<file path="src/rtl/memaccess.sv">
// Memory-stage load/store unit: one outstanding request on a req/addr_ok/data_ok
// SRAM-like bus, with strobes, lane replication, alignment checks and LL/SC link bit.
module memaccess (
  input  logic        clk,
  input  logic        reset,
  input  logic        ex_valid,
  output logic        mem_allowin,
  input  logic [7:0]  ex_op,
  input  logic [1:0]  ex_access_sz,
  input  logic [31:0] ex_addr,
  input  logic [31:0] ex_wdata,
  input  logic [4:0]  ex_reg_d,
  input  logic [31:0] ex_exe_out,
  output logic        wb_valid,
  input  logic        wb_allowin,
  output logic [7:0]  wb_op,
  output logic [1:0]  wb_mm_access_sz,
  output logic [4:0]  wb_reg_d,
  output logic [31:0] wb_exe_out,
  output logic [31:0] wb_rdata,
  output logic        wb_ale,
  output logic        data_sram_req,
  output logic        data_sram_wr,
  output logic [1:0]  data_sram_size,
  output logic [3:0]  data_sram_wstrb,
  output logic [31:0] data_sram_addr,
  output logic [31:0] data_sram_wdata,
  input  logic        data_sram_addr_ok,
  input  logic        data_sram_data_ok,
  input  logic [31:0] data_sram_rdata
);

  localparam logic [7:0] OP_LD  = 8'h01;
  localparam logic [7:0] OP_LDU = 8'h02;
  localparam logic [7:0] OP_LL  = 8'h03;
  localparam logic [7:0] OP_ST  = 8'h04;
  localparam logic [7:0] OP_SC  = 8'h05;

  localparam logic [1:0] ACCESS_SZ_BYTE = 2'd0;
  localparam logic [1:0] ACCESS_SZ_HALF = 2'd1;
  localparam logic [1:0] ACCESS_SZ_WORD = 2'd2;

  typedef enum logic [1:0] {IDLE, REQ, RESP, DONE} state_t;

  state_t      state, state_nx;
  logic        llbit;
  logic        accept;
  logic        ex_load, ex_store, ex_mem, ex_ale, ex_bus;
  logic [3:0]  ex_wstrb;
  logic [31:0] ex_wdata_rep;
  logic        wb_load;

  always_comb begin
    mem_allowin  = (state == IDLE) || (state == DONE && wb_allowin);
    accept       = ex_valid && mem_allowin;
    ex_load      = (ex_op == OP_LD) || (ex_op == OP_LDU) || (ex_op == OP_LL);
    ex_store     = (ex_op == OP_ST) || (ex_op == OP_SC);
    ex_mem       = ex_load || ex_store;
    ex_ale       = ex_mem &&
                   (((ex_access_sz == ACCESS_SZ_HALF) && ex_addr[0]) ||
                    ((ex_access_sz == ACCESS_SZ_WORD) && (ex_addr[1:0] != 2'b00)));
    // A failed SC completes locally, just like a misaligned access.
    ex_bus       = ex_mem && !ex_ale && !((ex_op == OP_SC) && !llbit);
    wb_load      = (wb_op == OP_LD) || (wb_op == OP_LDU) || (wb_op == OP_LL);
    ex_wstrb     = 4'b1111;
    ex_wdata_rep = ex_wdata;
    case (ex_access_sz)
      ACCESS_SZ_BYTE: begin
        ex_wstrb     = 4'b0001 << ex_addr[1:0];
        ex_wdata_rep = {4{ex_wdata[7:0]}};
      end
      ACCESS_SZ_HALF: begin
        ex_wstrb     = 4'b0011 << {ex_addr[1], 1'b0};
        ex_wdata_rep = {2{ex_wdata[15:0]}};
      end
      default: ;
    endcase
  end

  always_ff @(posedge clk) begin
    if (reset) state <= IDLE;
    else       state <= state_nx;
  end

  always_comb begin
    state_nx = state;
    case (state)
      IDLE: if (accept) state_nx = ex_bus ? REQ : DONE;
      REQ:  if (data_sram_addr_ok) state_nx = RESP;
      RESP: if (data_sram_data_ok) state_nx = DONE;
      DONE: begin
        if (accept)          state_nx = ex_bus ? REQ : DONE;
        else if (wb_allowin) state_nx = IDLE;
      end
      default: state_nx = IDLE;
    endcase
  end

  assign wb_valid = (state == DONE);

  always_ff @(posedge clk) begin
    if (reset) begin
      llbit           <= 1'b0;
      wb_op           <= '0;
      wb_mm_access_sz <= '0;
      wb_reg_d        <= '0;
      wb_exe_out      <= '0;
      wb_rdata        <= '0;
      wb_ale          <= 1'b0;
      data_sram_req   <= 1'b0;
      data_sram_wr    <= 1'b0;
      data_sram_size  <= '0;
      data_sram_wstrb <= '0;
      data_sram_addr  <= '0;
      data_sram_wdata <= '0;
    end else begin
      if (accept) begin
        wb_op           <= ex_op;
        wb_mm_access_sz <= ex_access_sz;
        wb_reg_d        <= ex_reg_d;
        wb_exe_out      <= ex_exe_out;
        wb_ale          <= ex_ale;
        wb_rdata        <= {31'b0, ex_bus && (ex_op == OP_SC)};
        data_sram_req   <= ex_bus;
        data_sram_wr    <= ex_bus && ex_store;
        data_sram_size  <= ex_access_sz;
        data_sram_wstrb <= (ex_bus && ex_store) ? ex_wstrb : 4'b0000;
        data_sram_addr  <= ex_addr;
        data_sram_wdata <= ex_wdata_rep;
      end
      if (state == REQ && data_sram_addr_ok) data_sram_req <= 1'b0;
      if (state == RESP && data_sram_data_ok) begin
        if (wb_load)         wb_rdata <= data_sram_rdata >> {data_sram_addr[1:0], 3'b000};
        if (wb_op == OP_LL)  llbit    <= 1'b1;
        if (wb_op == OP_SC)  llbit    <= 1'b0;
      end
    end
  end

endmodule

</file>
<file path="config.mk">
export PLATFORM = sky130hd
export DESIGN_NAME = memaccess
export DESIGN_NICKNAME = d
export VERILOG_FILES = /design/src/rtl/memaccess.sv
export SDC_FILE = /design/constraint.sdc
export NUM_CORES = 1
export LEC_CHECK = 0
export CAP_MARGIN = 20
export CORE_ASPECT_RATIO = 0.9
export CORE_MARGIN = 2
export CORE_UTILIZATION = 37
export DETAILED_ROUTE_END_ITERATION = 10
export GPL_ROUTABILITY_DRIVEN = 0
export GPL_TIMING_DRIVEN = 0
export HOLD_SLACK_MARGIN = 0.15
export PLACE_DENSITY = 0.86
export SYNTH_ARGS = -nofsm -noshare
export SYNTH_HDL_FRONTEND = slang
export SYNTH_SLANG_ARGS = --single-unit
</file>
<file path="constraint.sdc">
create_clock -name clk -period 1.7 [get_ports clk]
set_input_delay 0.51 -clock clk [delete_from_list [all_inputs] [get_ports clk]]
set_output_delay 0.51 -clock clk [all_outputs]
set_load 0.01 [all_outputs]
</file>
==> flow_metrics.env <==
export IMPL_finalSetupViolations=1
export IMPL_grt_usage_pct=25.9
export IMPL_ir_worst_vdd_v=0.000836
export IMPL_boundaryPins=303
export IMPL_regToRegStartpoint="state[0]"
export IMPL_stdcell_area_mm2=0.0107
export IMPL_cp_required_ns=1.19
export IMPL_p_leak_nw=4.64
export IMPL_ctsLongestPathBuffers=2
export IMPL_timing_rr_end="wb_op[0]"
export IMPL_synth_avg_cell_area_um2=8.34
export IMPL_fmax_mhz=587
export IMPL_rsz0062_at_grt="yes"
export IMPL_synth_flop_cell="dfxtp_1"
export IMPL_grt_pass1_vias=6663
export IMPL_finalCritPeriodShare_pct=100
export IMPL_fin_ws_ns=-0.00419
export IMPL_dpl_cell_area_mm2=0.00965
export IMPL_slew_limit_headroom_pct=59.7
export IMPL_die_w_um=142
export IMPL_crit_path_start_kind="flip-flop"
export IMPL_syn_inst=763
export IMPL_hold_ws_ns=0.381
export IMPL_synth_cell_type_count=42
export IMPL_std_cell_rows=45
export IMPL_grt_pass1_wl_um=36600
export IMPL_slew_violations=0
export IMPL_clk_pin_slew_ns=0.07
export IMPL_cts_tree="yes"
export IMPL_drc=0
export IMPL_endpoint="mem_allowin"
export IMPL_min_path_type="in2reg"
export IMPL_cts_root_buf="clkbuf_16"
export IMPL_fin_util_pct=63.6
export IMPL_fin_crit_ns=1.70
export IMPL_viasPerCell=5.29
export IMPL_nets=1252
export IMPL_insertedDiodeCount=0
export IMPL_ys_seq_area_share_pct=48.2
export IMPL_synth_cell_area_mm2=0.00636
export IMPL_start_util_pct=37.8
export IMPL_yosysWarnings=0
export IMPL_synth_async_reset_ratio_pct=0
export IMPL_port_buffers=302
export IMPL_cp_end_kind="primary output"
export IMPL_synth_nets=912
export IMPL_r2r_cells=9
export IMPL_synth_seq_cells=153
export IMPL_vias=7020
export IMPL_finClkSkew_ns=0.0106
export IMPL_htree_levels=4
export IMPL_wl_per_cell_um=18.7
export IMPL_routed_wl_um=24800
export IMPL_cts_buffers=17
export IMPL_antenna_found_initial=0
export IMPL_final_common_cell="nand2_1"
export IMPL_final_cells=1327
export IMPL_grt_max_degree=17
export IMPL_ant_nets=0
export IMPL_r2r_setup_slack_ns=0.04
export IMPL_final_cell_mix="nand2_1, dlygate4sd2_1, dfxtp_1, clkdlybuf4s50_1, a21oi_1"
export IMPL_die_y_um=128
export IMPL_synth_edf_count=0
export IMPL_cts_sinks=153
export IMPL_hpwl_um=17900
export IMPL_grt_ovfl_total=0
export IMPL_worstPathArrival_ns=1.19
export IMPL_post_place_ws_ns=-1.23
export IMPL_startpoint="state[0]"
export IMPL_power_density_mw_per_mm2=919
export IMPL_hold_viol=0
export IMPL_coreArea_mm2=0.0168
export IMPL_tightest_slew_ns=0.605
export IMPL_first_pass_iters=5
export IMPL_area_delta_synth_final_pct=68.3
export IMPL_setup_tns_ns=-0.00419
export IMPL_path_max_fanout=5
export IMPL_dieArea_mm2=0.0183
export IMPL_clock_latency_ns=0.42
export IMPL_dp_cells=1276
export IMPL_drive_gt1_share_pct=17.7
export IMPL_maxCapViolCount=0
export IMPL_violations="setup timing"
export IMPL_outcome="finished, violations left"
export IMPL_crit_type="reg2out"
export IMPL_drt_iter0_drc=493
export IMPL_total_power_mw=9.84
## registers in the layout (all words and copies together), names as in the netlist
register and flops:
data_sram_addr 32, data_sram_req 1, data_sram_size 2, data_sram_wdata 32
data_sram_wr 1, data_sram_wstrb 4, llbit 1, state 2
wb_ale 1, wb_exe_out 32, wb_op 8, wb_rdata 32
wb_reg_d 5
## per-layer routing
layer / vias to the layer above / GRT usage (%) / part of all wire (%)
met3: 44 / 6.18 / 6.9
met2: 313 / 44.3 / 50
met4: 0 / 8.76 / 2.2
li1: 3301 / - / -
met5: - / 0 / 0
met1: 3362 / 32.2 / 41
## worst min path at each step
stage          slack [ns]                 end  cells after the start                from
6_report             0.38            wb_op[5]                      3            ex_op[5]
5_1_grt              0.39            wb_op[5]                      3            ex_op[5]
4_1_cts              0.45  data_sram_wdata[5]                      2  data_sram_wdata[5]
3_5_place_dp         0.45  data_sram_wdata[5]                      2  data_sram_wdata[5]
3_3_place_gp         0.44      wb_exe_out[25]                      2      wb_exe_out[25]
2_1_floorplan        0.48              wb_ale                      2              wb_ale
## layout make-up
| cell class | count | area, um2 |
|---|---|---|
| clock inverters | 14 | 135 |
| flip-flops and latches | 153 | 3080 |
| well taps | 211 | 264 |
| plain buffers | 60 | 500 |
| multi-input cells | 543 | 3200 |
| inverters | 5 | 18.8 |
| fillers | 1412 | 6130 |
| clock buffers | 18 | 429 |
| repair buffers | 323 | 3080 |
## cell usage after synthesis (3+ instances only)
cell type / count / area, um2
nand2_1: 227 / 852
dfxtp_1: 153 / 3060
a21oi_1: 122 / 611
mux2i_1: 32 / 320
nor2_1: 26 / 97.6
clkbuf_1: 25 / 93.8
o2bb2ai_1: 20 / 175
o21ai_0: 19 / 95.1
nand3_1: 18 / 90.1
buf_4: 14 / 105
buf_2: 12 / 60.1
a211oi_1: 10 / 75.1
buf_6: 9 / 101
a22o_1: 8 / 70.1
a311oi_1: 8 / 70.1
o211ai_1: 8 / 60.1
mux2_2: 7 / 78.8
nand4_1: 6 / 37.5
inv_1: 5 / 18.8
nor2b_1: 5 / 31.3
nand2b_1: 3 / 18.8
## worst max-delay path, stage by stage (launching register included)
cell and delay [ns]:
dfxtp_4 0.36, buf_6 0.12, nand3_4 0.07, o21ai_2 0.07, buf_2 0.16
## report_power, final
part	switching [mW]	total (mW)	internal, mW
clock	1.62	3.67	2.05
combinational	1.12	2.21	1.09
sequential	0.135	3.95	3.81
## kinds of logic after synthesis
kind of cell	Yosys count	share of synthesized area, %
AOI/OAI and AO/OA	205	19.5
and+or+nand+nor	299	20.0
DFF	153	48.2
muxes	39	6.27
buffers and inverters	67	6.08
## repair_timing
action,CTS,global route
buffers inserted,11,5
pin swaps,6,29
gates resized for setup,232,91
setup endpoints to repair,307,134
hold buffers,0,0
gates cloned,1,5
Note: power is estimated with default switching activity, not from simulation.
